`src/rtl/alu_exec_unit.sv`:
```
// Execute-stage ALU: logic/arith ops register in one cycle, shifts iterate one bit per cycle.
// Result is held under OutValid until OutReady; InReady is low from acceptance until release.
module alu_exec_unit #(
    parameter int WIDTH   = 16,
    parameter int SHAMT_W = 4
) (
    input  logic             clk,
    input  logic             reset,
    input  logic             InValid,
    output logic             InReady,
    input  logic [3:0]       Operation,
    input  logic [WIDTH-1:0] A,
    input  logic [WIDTH-1:0] B,
    output logic             OutValid,
    input  logic             OutReady,
    output logic [WIDTH-1:0] Result,
    output logic             Zero,
    output logic             Overflow
);

    localparam logic [3:0] OP_AND = 4'b0000;
    localparam logic [3:0] OP_SLT = 4'b0001;
    localparam logic [3:0] OP_OR  = 4'b0010;
    localparam logic [3:0] OP_XOR = 4'b0011;
    localparam logic [3:0] OP_ADD = 4'b0100;
    localparam logic [3:0] OP_SLL = 4'b0110;
    localparam logic [3:0] OP_SRA = 4'b0111;
    localparam logic [3:0] OP_SUB = 4'b1100;

    typedef enum logic [1:0] {
        IDLE  = 2'd0,
        SHIFT = 2'd1,
        DONE  = 2'd2
    } state_t;

    state_t               state_q, state_d;
    logic [WIDTH-1:0]     acc_q, acc_d;
    logic [SHAMT_W-1:0]   cnt_q, cnt_d;
    logic                 sra_q, sra_d;
    logic [WIDTH-1:0]     result_q, result_d;
    logic                 zero_q, zero_d;
    logic                 ovf_q, ovf_d;

    logic [WIDTH-1:0]     sum;
    logic [WIDTH-1:0]     diff;
    logic                 add_ovf;
    logic                 sub_ovf;
    logic                 slt_bit;
    logic [WIDTH-1:0]     alu_res;
    logic                 alu_ovf;
    logic [SHAMT_W-1:0]   shamt;
    logic                 is_shift;
    logic [WIDTH-1:0]     acc_step;

    assign sum     = A + B;
    assign diff    = A - B;
    assign add_ovf = (A[WIDTH-1] == B[WIDTH-1]) && (sum[WIDTH-1] != A[WIDTH-1]);
    assign sub_ovf = (A[WIDTH-1] != B[WIDTH-1]) && (diff[WIDTH-1] != A[WIDTH-1]);
    // Signed less-than from the subtractor: sign corrected by overflow.
    assign slt_bit = diff[WIDTH-1] ^ sub_ovf;

    assign shamt    = B[SHAMT_W-1:0];
    assign is_shift = (Operation == OP_SLL) || (Operation == OP_SRA);

    always_comb begin
        alu_res = '0;
        alu_ovf = 1'b0;
        case (Operation)
            OP_AND: alu_res = A & B;
            OP_OR:  alu_res = A | B;
            OP_XOR: alu_res = A ^ B;
            OP_ADD: begin
                alu_res = sum;
                alu_ovf = add_ovf;
            end
            OP_SUB: begin
                alu_res = diff;
                alu_ovf = sub_ovf;
            end
            OP_SLT: alu_res = {{(WIDTH-1){1'b0}}, slt_bit};
            // Only reached on the single-cycle path, i.e. shift by zero.
            OP_SLL, OP_SRA: alu_res = A;
            default: alu_res = '0;
        endcase
    end

    assign acc_step = sra_q ? {acc_q[WIDTH-1], acc_q[WIDTH-1:1]}
                            : {acc_q[WIDTH-2:0], 1'b0};

    always_comb begin
        state_d  = state_q;
        acc_d    = acc_q;
        cnt_d    = cnt_q;
        sra_d    = sra_q;
        result_d = result_q;
        zero_d   = zero_q;
        ovf_d    = ovf_q;
        case (state_q)
            IDLE: begin
                if (InValid) begin
                    if (is_shift && (shamt != '0)) begin
                        acc_d   = A;
                        cnt_d   = shamt;
                        sra_d   = (Operation == OP_SRA);
                        state_d = SHIFT;
                    end else begin
                        result_d = alu_res;
                        zero_d   = (alu_res == '0);
                        ovf_d    = alu_ovf;
                        state_d  = DONE;
                    end
                end
            end
            SHIFT: begin
                acc_d = acc_step;
                cnt_d = cnt_q - SHAMT_W'(1);
                if (cnt_q == SHAMT_W'(1)) begin
                    result_d = acc_step;
                    zero_d   = (acc_step == '0);
                    ovf_d    = 1'b0;
                    state_d  = DONE;
                end
            end
            DONE: begin
                if (OutReady) begin
                    state_d = IDLE;
                end
            end
            default: state_d = IDLE;
        endcase
    end

    always_ff @(posedge clk or posedge reset) begin
        if (reset) begin
            state_q  <= IDLE;
            acc_q    <= '0;
            cnt_q    <= '0;
            sra_q    <= 1'b0;
            result_q <= '0;
            zero_q   <= 1'b0;
            ovf_q    <= 1'b0;
        end else begin
            state_q  <= state_d;
            acc_q    <= acc_d;
            cnt_q    <= cnt_d;
            sra_q    <= sra_d;
            result_q <= result_d;
            zero_q   <= zero_d;
            ovf_q    <= ovf_d;
        end
    end

    assign InReady  = (state_q == IDLE);
    assign OutValid = (state_q == DONE);
    assign Result   = result_q;
    assign Zero     = zero_q;
    assign Overflow = ovf_q;

endmodule

```
`config.mk`:
```
export PLATFORM = sky130hd
export DESIGN_NAME = alu_exec_unit
export DESIGN_NICKNAME = d
export VERILOG_FILES = /design/src/rtl/alu_exec_unit.sv
export SDC_FILE = /design/constraint.sdc
export NUM_CORES = 1
export LEC_CHECK = 0
export ABC_CLOCK_PERIOD_IN_PS = 3510
export BUFFER_PORTS_ARGS = -buffer_cell sky130_fd_sc_hd__buf_4
export CAP_MARGIN = 25
export CORE_MARGIN = 2
export CORE_UTILIZATION = 55
export CTS_BUF_LIST = sky130_fd_sc_hd__clkbuf_8
export DETAILED_ROUTE_END_ITERATION = 10
export GPL_TIMING_DRIVEN = 0
export PLACE_DENSITY_LB_ADDON = 0.3
export SYNTH_ARGS = -nofsm -noshare
export SYNTH_HDL_FRONTEND = slang
export SYNTH_SLANG_ARGS = --single-unit
```
`constraint.sdc`:
```
create_clock -name clk -period 3.51 [get_ports clk]
set_input_delay 0.351 -clock clk [delete_from_list [all_inputs] [get_ports clk]]
set_output_delay 0.351 -clock clk [all_outputs]
set_load 0.05 [all_outputs]
```
==> reports/results.ini, run 1 <==
[floorplan]
io_pins = 60
die_x_um = 97.8
initial_core_util_pct = 56.0
coreArea_um2 = 8640
placementRows = 34
die_h_um = 97.8
die_area_um2 = 9560

[critical_path]
cpMaxStageDelayCell = fa_1
required_ns = 3.75
arrival_ns = 3.73
crit_chain = buf_4 -> inv_1 -> ha_1 -> inv_1 -> fa_1 -> nor2b_2 -> o311a_1 -> nor2_1 -> nor3_1 -> a21oi_1 -> mux2_2 -> a221oi_1 -> and4_1 -> a41o_1
cpMostUsedCell = inv_1
cp-start-kind = primary input
cpPeakStageDelay_ns = 0.41
path_max_fanout = 4
worstSetupPathType = primary input to flop
cp-end-kind = flop

[final_layout]
fill_cells = 775
multi_input_area_um2 = 3600
seq_area_um2 = 1030
drive_gt1_share_pct = 16.4
stdcell_area_um2 = 5700
diodes = 0
final_net_count = 807
area_growth_pct = 17.8

[status]
status = finished clean

[grt]
grt_pass1_vias = 5170
grt-ovfl-total = 0
grt_pass1_wl_mm = 27.2
grt_use_total_pct = 35.5
grt_max_degree = 42
antenna_found_initial = 1

[cts]
numCtsBuffers = 5
htreeDepth = 2
cts-root-buf = clkbuf_8
clock_path_buffers = 2
cts.sink_count = 41
cts_tree = done
clk_pin_slew_ns = 0.08
postCtsHoldBufs = 0
clk_latency_ns = 0.30

[synth]
yosys-top-cells-area = dfrtp_1 21%, ha_1 13%, o21ai_0 7.5%
syn_nets = 742
async_reset_ff_share_pct = 100
synth_cells = 648
yosysUniqueCellTypes = 71
synth_edf_count = 0
avgSynthCellArea_um2 = 7.46
synth_ff_type = dfrtp_1
synth.top_cell.area_share_pct = 21.2
ys_seq_area_share_pct = 21.2
synthesis.area_um2 = 4840
synth_seq_cells = 41
yosysWarnings = 0
yosysTopAreaCell = dfrtp_1

[route]
viasPerCell = 6.45
vias = 5299
wirelength_mm = 17.0
antenna_left = 0
dr.pass1.iters = 6
drcViolationCount = 0
wire_per_inst_um = 20.7
drt_iter0_markers = 569

[power_and_ir_drop]
p_switching_uw = 1330
p_clk_share_pct = 12.7
internal_power_uw = 1380
combPwrFrac_pct = 56.6
irDropWorstVdd_mv = 0.244
powerDensity_nw_per_um2 = 476
p_seq_share_pct = 30.8
switching_share_pct = 49.1
p_leak_uw = 0.00255

[sta]
fin_crit_sh_pct = 99.5
tightestPinTransition_ns = 0.986
setup_tns_ns = 0
setup_viol_count_final = 0
min_period_ns = 3.49
finClkSkew_ns = 0.0119
slew_headroom_pct = 33.9
slew_violations = 0
hold_viol = 0
rsz0062_at_grt = yes
fmax_mhz = 286

[placed_design]
io_buffers = 58
place_congestion = 0.977
placed_area_um2 = 5420
hpwlAfterDp_mm = 13.1

[min_path]
hp-class = primary input to async pin

[flow_run]
maxCapViolCount = 0

-- cell usage after synthesis (all sizes together) (3+ instances only) --
cell type and n:
nand2b 14, a21boi 4, and4 4, o41ai 4, nand3 8, buf 11
mux2i 18, a22oi 4, o32ai 3, xnor2 5, a32oi 7, o221ai 3
o21ai 73, mux2 3, a211oi 10, nor3 25, clkbuf 27, nor2 51
o311ai 5, o21bai 5, fa 3, a211o 5, inv 57, a2111oi 3
nor3b 10, a221oi 5, a21o 8, ha 51, a21oi 54, a31oi 5
nand4 3, nand2 66, and2 5, dfrtp 41, nor2b 8, o21a 5
-- layer usage --
metal  vias up  GRT usage (%)  wire (µm)
li1       2451              -          -
met1      2519           45.2       6900
met2       269           60.8       8110
met3        60           5.65       1360
met4         0           13.5        605
met5         -              0          0
-- logic make-up (layout without fill, tap and decap cells) --
kind of cell | count (synthesis) | in the layout | share of synthesized area [%]
flops | 41 | 41 | 21.2
xor+xnor | 7 | 7 | 1.27
simple gates | 204 | 204 | 20.4
compound gates | 226 | 226 | 30.4
fa+ha+maj | 54 | 54 | 14.4
buf+inv | 95 | 161 | 7.79
mux | 21 | 21 | 4.42
-- sequential cells by signal, indices dropped and copies added (netlist names) --
| name | cells |
|---|---|
| acc_q | 16 |
| Overflow | 1 |
| Result | 16 |
| state_q | 2 |
| cnt_q | 4 |
| sra_q | 1 |
| Zero | 1 |
-- critical path: cells and delay by family --
family,cells,cell delay (ns)
mux,1,0.37
compound gates,4,1.15
fa+ha+maj,2,0.69
buf+inv,3,0.33
simple gates,4,0.82
-- path summary, 6_finish.rpt --
check                                   to  cells after the start      start  slack (ns)
worst max register to register        Zero                      6      sra_q        1.14
worst min register to register   Result[7]                      1  Result[7]        0.48
worst max-delay path                  Zero                     14       A[0]        0.02
max in group asynchronous         cnt_q[2]                      2      reset        2.74
worst min-delay path            Result[12]                      2      reset        0.22
min in group clk                state_q[1]                      2   OutReady        0.25
-- cell type report --
| class | instances | area share [%] |
|---|---|---|
| Clock inverter | 1 | 0.0879 |
| Buffer | 35 | 2.72 |
| Multi-Input combinational cell | 512 | 63.2 |
| Timing Repair Buffer | 61 | 8.11 |
| Clock buffer | 7 | 1.69 |
| Sequential cell | 41 | 18.0 |
| Inverter | 57 | 3.76 |
| Tap cell | 108 | 2.37 |
-- cell usage in the layout, fill, tap and decap left out, types with 5 or more instances in the layout --
| master | instances |
|---|---|
| a211o_1 | 5 |
| a211oi_1 | 10 |
| a21o_1 | 8 |
| a21oi_1 | 51 |
| a31oi_1 | 5 |
| a32oi_1 | 7 |
| buf_4 | 61 |
| clkbuf_1 | 25 |
| clkbuf_8 | 7 |
| dfrtp_1 | 41 |
| ha_1 | 43 |
| ha_4 | 6 |
| inv_1 | 48 |
| inv_2 | 9 |
| mux2i_1 | 18 |
| nand2_1 | 66 |
| nand2b_1 | 13 |
| nand3_1 | 8 |
| nor2_1 | 49 |
| nor2b_1 | 7 |
| nor3_1 | 22 |
| nor3b_1 | 8 |
| o21a_1 | 5 |
| o21ai_0 | 71 |
| o21bai_1 | 5 |
| xnor2_1 | 5 |
-- through the flow --
step                hold slack [ns]  power, µW  util (%)  std cells  setup slack [ns]
CTS                           0.247       2680      65.4        823            0.0292
floorplan                     0.446       1830         -        648            0.0155
finish                        0.224       2710      66.0        822            0.0179
global route                  0.259       2870      66.0        822           -0.0989
global placement              0.459       2270      62.7        814            -0.674
detailed placement            0.468       2310      62.8        815            -0.690
-- power by group through the flow --
stage	logic, µW	clock network [µW]	registers, µW
global placement	1440	0	832
detailed placement	1470	0	836
CTS	1500	346	832
floorplan	742	0	1090
global route	1650	360	858
finish	1530	344	834
-- repair_timing --
action                     4_1_cts  5_1_grt
buffers inserted                 2        0
setup endpoints to repair        2        1
pin swaps                        9        1
gates resized for setup         29        9
Note: power is estimated with default switching activity, not from simulation.
==> run 2, diff against run 1 <==
CORE_UTILIZATION = 30   (was 55)
==> run 2 against run 1 <==
Against the previous run:
- the flow now finishes with violations (negative setup slack)
- critical path depth grew 5
- core utilization shrank 29 points
- sequential power is essentially flat
- wire length grew 4.3%
- largest cell class unchanged
==> reports/results.ini, run 2 (synthesized netlist as in run 1, its figures left out) <==
[min_path]
hp-class = primary input to flop
whs_path_depth = 2
hold_path_end = state_q[1]
hold_start = OutReady

[route]
drt_iter0_markers = 580  ; +1.9%
drcViolationCount = 0  ; unchanged
vias = 5176  ; -2.3%
wirelength_mm = 17.7  ; +4.3%
wire_per_inst_um = 19.0  ; -8.2%
antenna_left = 0  ; unchanged
dr.pass1.iters = 6  ; unchanged
viasPerCell = 5.54  ; -14%

[power_and_ir_drop]
powerDensity_nw_per_um2 = 469  ; -1.6%
fin_total_pwr_uw = 2770  ; +2.2%
p_leak_uw = 0.00257  ; +0.90%
irDropWorstVdd_mv = 0.243  ; about the same

[critical_path]
r2r_end = Zero
path_max_fanout = 4  ; unchanged
crit_start = B[2]
crit_chain = buf_4 -> inv_4 -> ha_4 -> or2b_1 -> o311ai_4 -> a211o_1 -> a221oi_2 -> a21oi_1 -> nor2_1 -> nor2_1 -> fa_2 -> mux2i_1 -> nor2_1 -> o21ai_1 -> o2111ai_2 -> nor3_2 -> and4_1 -> and4_1 -> a41o_1
reg2reg_depth = 6  ; unchanged
r2r_start = sra_q
r2r_slack_ns = 1.07  ; -0.07 ns
path_delay_family = compound AO/OA/AOI/OAI gates
arrival_ns = 3.78  ; +0.05 ns
cpMostUsedCell = nor2_1
cp_num_buf_inv = 2  ; -1
cp-start-kind = primary input
cp-end-kind = flop
worstSetupPathType = primary input to flop
cpPeakStageDelay_ns = 0.39  ; -0.02 ns
required_ns = 3.76  ; about the same
cpMaxStageDelayCell = a211o_1

[grt]
top_usage_layer = met2
grt-ovfl-total = 0  ; unchanged
grt_pass1_wl_mm = 27.2  ; +0.20%
gr-usage-met3_pct = 2.77  ; -2.9 points
grt_util_met2_pct = 34.1  ; -27 points
antenna_found_initial = 0  ; -1
grt_pass1_vias = 4813  ; -6.9%
grt_max_degree = 35  ; -17%
use_met1_pct = 28.1  ; -17 points
grt_use_total_pct = 20.8  ; -15 points

[sta]
rsz0062_at_grt = yes
fin_crit_sh_pct = 100  ; +0.84 points
setup_tns_ns = -0.0116  ; -0.0116 ns
finClkSkew_ns = 0.0117  ; -0.000194 ns
slew_violations = 0  ; unchanged
setup_viol_count_final = 1  ; +1
tightestPinTransition_ns = 1.00  ; +0.0145 ns
slew_headroom_pct = 32.8  ; -1.1 points
timing.final.ws_setup_ns = -0.0116  ; -0.0294 ns
fmax_mhz = 284  ; -0.84%
min_period_ns = 3.52  ; +0.0294 ns
hold_viol = 0  ; unchanged

[final_layout]
final_cell_mix = 71 x o21ai_0, 66 x nand2_1, 63 x buf_4
final_common_cell = o21ai_0
stdcell_area_um2 = 5910  ; +3.8%
final_net_count = 811  ; +0.50%
final_cells = 934  ; +14%
drive_gt1_share_pct = 16.3  ; -0.091 points
diodes = 0  ; unchanged
fin_util_pct = 37.4  ; -29 points
area_growth_pct = 22.3

[floorplan]
die_h_um = 131  ; +34%
coreArea_um2 = 15800  ; +83%
die_area_um2 = 17200  ; +79%
die_x_um = 131  ; +34%
placementRows = 46  ; +35%
initial_core_util_pct = 30.6  ; -25 points
io_pins = 60  ; unchanged

[status]
status = finished with violations
violations = negative setup slack

[placed_design]
dp_cells = 923  ; +13%
place_congestion = 0.964  ; -1.2%
placed_area_um2 = 5570  ; +2.7%
hpwlAfterDp_mm = 13.7  ; +4.2%
io_buffers = 58  ; unchanged

[cts]
htreeDepth = 2  ; unchanged
clk_latency_ns = 0.31  ; about the same
cts-root-buf = clkbuf_8
cts.sink_count = 41  ; unchanged
clock_path_buffers = 2  ; unchanged
cts_tree = done
clk_pin_slew_ns = 0.09  ; about the same
numCtsBuffers = 5  ; unchanged

[flow_run]
maxCapViolCount = 0  ; unchanged

==> run 2: final cells by class <==
type	instances	area, µm²
fillers	1676	9910
repair buffers	66	518
flip-flops and latches	41	1030
multi-input cells	512	3610
plain buffers	34	144
inverters	57	230
well taps	216	270
clock buffers	5	68.8
clock inverters	3	42.5
==> run 2: per-layer routing <==
metal / vias to the layer above / routed length, µm
met5: - / 0
li1: 2465 / -
met3: 40 / 1310
met1: 2441 / 7580
met4: 0 / 462
met2: 230 / 8350
==> run 2: where the power goes <==
part	internal, µW	switching [µW]
Clock	211	182
Combinational	536	1010
Sequential	671	166
==> run 2: worst register-to-register path, delay by kind of cell, from the launching register on <==
family / cells / cell delay (ns)
buffers and inverters: 2 / 1.01
DFF: 1 / 0.47
AOI/OAI and AO/OA: 2 / 0.34
muxes: 1 / 0.37
and+or+nand+nor: 1 / 0.19
==> run 2: through the flow <==
stage               hold WS [ns]  setup WS [ns]
floorplan                  0.446         0.0155
global placement           0.464         -0.635
detailed placement         0.283         -0.624
CTS                        0.235        0.00517
global route               0.245         -0.124
finish                     0.235        -0.0116
==> run 2: how the worst max path moves through the flow <==
| stage | end | slack, ns | depth (start not counted) |
|---|---|---|---|
| floorplan | Zero | 0.02 | 19 |
| global placement | Zero | -0.64 | 20 |
| detailed placement | Zero | -0.62 | 20 |
| CTS | Zero | 0.005 | 19 |
| global route | Zero | -0.12 | 19 |
| finish | Zero | -0.01 | 19 |
==> run 2: what timing repair did <==
action / CTS / global route
setup buffers: 0 / 6
hold buffers: 1 / 0
pin swaps: 7 / 17
hold endpoints to repair: 7 / 0
endpoints found under the setup margin: 2 / 2
resized for setup: 20 / 24
==> run 3, diff against run 2 <==
ABC_CLOCK_PERIOD_IN_PS = 3500   (was 3510)
clock period = 3.5 ns   (was 3.51 ns; I/O delays follow)
==> run 3 against run 2 <==
Against the previous run:
- the flow still finishes with violations (negative setup slack)
- worst hold slack worse by 0.0010 ns
- clock skew hardly changed
- die area stayed put
- sequential power hardly changed
- non-clock buffer count stayed put
- critical path type unchanged
- critical endpoint unchanged
- largest power group unchanged
==> reports/results.ini, run 3 (synthesized netlist as in run 1, its figures left out) <==
[critical_path]
cpMaxStageDelayCell = a211o_1
arrival_ns = 3.77  ; about the same
reg2reg_depth = 6  ; unchanged
cp_num_buf_inv = 2  ; unchanged
path_max_fanout = 4  ; unchanged
cp-start-kind = primary input
worstSetupPathType = primary input to flop
r2r_slack_ns = 1.06  ; about the same
r2r_start = sra_q
crit_chain = buf_4 -> inv_4 -> ha_4 -> or2b_1 -> o311ai_4 -> a211o_1 -> a221oi_2 -> a21oi_1 -> nor2_1 -> nor2_1 -> fa_2 -> mux2i_1 -> nor2_1 -> o21ai_1 -> o2111ai_2 -> nor3_2 -> and4_1 -> and4_1 -> a41o_1
cpMostUsedCell = nor2_1
r2r_end = Zero
cpPeakStageDelay_ns = 0.39  ; about the same
cp-end-kind = flop
required_ns = 3.75  ; about the same
path_delay_family = compound AO/OA/AOI/OAI gates

[placed_design]
io_buffers = 58  ; unchanged
place_congestion = 0.964  ; unchanged
hpwlAfterDp_mm = 13.7  ; unchanged

[sta]
slew_violations = 0  ; unchanged
rsz0062_at_grt = yes
slew_headroom_pct = 32.8  ; unchanged
tightestPinTransition_ns = 1.00  ; unchanged
fmax_mhz = 284
timing.final.ws_setup_ns = -0.0170  ; -0.00540 ns
finClkSkew_ns = 0.0118  ; +0.0000486 ns
fin_crit_sh_pct = 100
min_period_ns = 3.52
hold_viol = 0  ; unchanged
setup_viol_count_final = 1  ; unchanged

[final_layout]
final_cell_mix = 71 x o21ai_0, 66 x nand2_1, 63 x buf_4
final_net_count = 811  ; unchanged
fin_util_pct = 37.4  ; unchanged
diodes = 0  ; unchanged
final_common_cell = o21ai_0
area_growth_pct = 22.3  ; unchanged
drive_gt1_share_pct = 16.3  ; unchanged

[route]
vias = 5176  ; unchanged
drt_iter0_markers = 580  ; unchanged
dr.pass1.iters = 6  ; unchanged
antenna_left = 0  ; unchanged
wire_per_inst_um = 19.0  ; about the same
viasPerCell = 5.54  ; unchanged
wirelength_mm = 17.7  ; about the same
drcViolationCount = 0  ; unchanged

[power_and_ir_drop]
irDropWorstVdd_mv = 0.244  ; +0.29%
p_leak_uw = 0.00257  ; about the same
powerDensity_nw_per_um2 = 470  ; +0.29%
fin_total_pwr_uw = 2780  ; +0.29%

[cts]
clk_pin_slew_ns = 0.09  ; about the same
htreeDepth = 2  ; unchanged
cts-root-buf = clkbuf_8
numCtsBuffers = 5  ; unchanged
clk_latency_ns = 0.31  ; about the same
cts.sink_count = 41  ; unchanged
clock_path_buffers = 2  ; unchanged
cts_tree = done

[floorplan]
coreArea_um2 = 15800  ; unchanged
io_pins = 60  ; unchanged
die_x_um = 131  ; unchanged
die_h_um = 131  ; unchanged
initial_core_util_pct = 30.6  ; unchanged
placementRows = 46  ; unchanged
die_area_um2 = 17200  ; unchanged

[grt]
grt_pass1_wl_mm = 27.2  ; unchanged
grt_max_degree = 35  ; unchanged
grt_pass1_vias = 4813  ; unchanged
grt_use_total_pct = 20.8  ; unchanged
antenna_found_initial = 0  ; unchanged
grt-ovfl-total = 0  ; unchanged

[min_path]
whs_path_depth = 2  ; unchanged
hold_path_end = state_q[1]
hold_start = OutReady
hp-class = primary input to flop

[status]
status = finished with violations
violations = negative setup slack

[flow_run]
maxCapViolCount = 0  ; unchanged

run 3: cell counts in the layout (fill, tap and decap cells not counted):
No cell type changed its count.
run 3: worst max-delay path by stage:
stage | start | to | slack [ns] | depth (start not counted)
after global placement | A[4] | Zero | -0.64 | 20
after global routing | B[5] | Zero | -0.13 | 19
after CTS | A[4] | Zero | 0.04 | 19
final | B[2] | Zero | -0.02 | 19
after detailed placement | A[4] | Zero | -0.63 | 20
after floorplan | A[4] | Zero | 0.006 | 19
run 3: final cells by class:
cell class,instances,area (µm²)
tap,216,270
sequential,41,1030
multi-input combinational,512,3610
buffer,34,144
fill,1676,9910
timing repair buffer,66,518
clock inverter,3,42.5
inverter,57,230
clock buffer,5,68.8
run 3: power by group:
part	internal [µW]	leakage, µW	switching [µW]	total, µW
Combinational	538	0.00199	1010	1550
Clock	211	0.0000595	182	394
Sequential	673	0.000521	166	840
Total	1420	0.00257	1360	2780
run 3: stage by stage:
step                      cell area [µm²]  instances  hold WS (ns)  setup slack (ns)  setup TNS [ns]
final                                5910        934         0.234           -0.0170         -0.0170
after global routing                 5910        934         0.244            -0.130          -0.130
after CTS                            5770        930         0.234            0.0409               0
after detailed placement             5570        923         0.282            -0.633           -1.35
after global placement               5550        922         0.464            -0.644           -1.45
after floorplan                      4840        648         0.446           0.00649               0
run 3: layer usage:
metal / vias to the layer above / global-route usage (%) / wire length, µm
met5: - / 0 / 0
met3: 40 / 2.77 / 1310
met1: 2441 / 28.1 / 7580
met4: 0 / 6.95 / 462
met2: 230 / 34.1 / 8350
li1: 2465 / - / -
run 3: timing repair:
| item | 4_1_cts | 5_1_grt |
|---|---|---|
| hold buffers | 1 | 0 |
| setup endpoints to repair | 2 | 2 |
| resized for setup | 21 | 23 |
| pin swaps | 8 | 17 |
| endpoints found under the hold margin | 7 | 0 |
| buffers inserted | 0 | 6 |
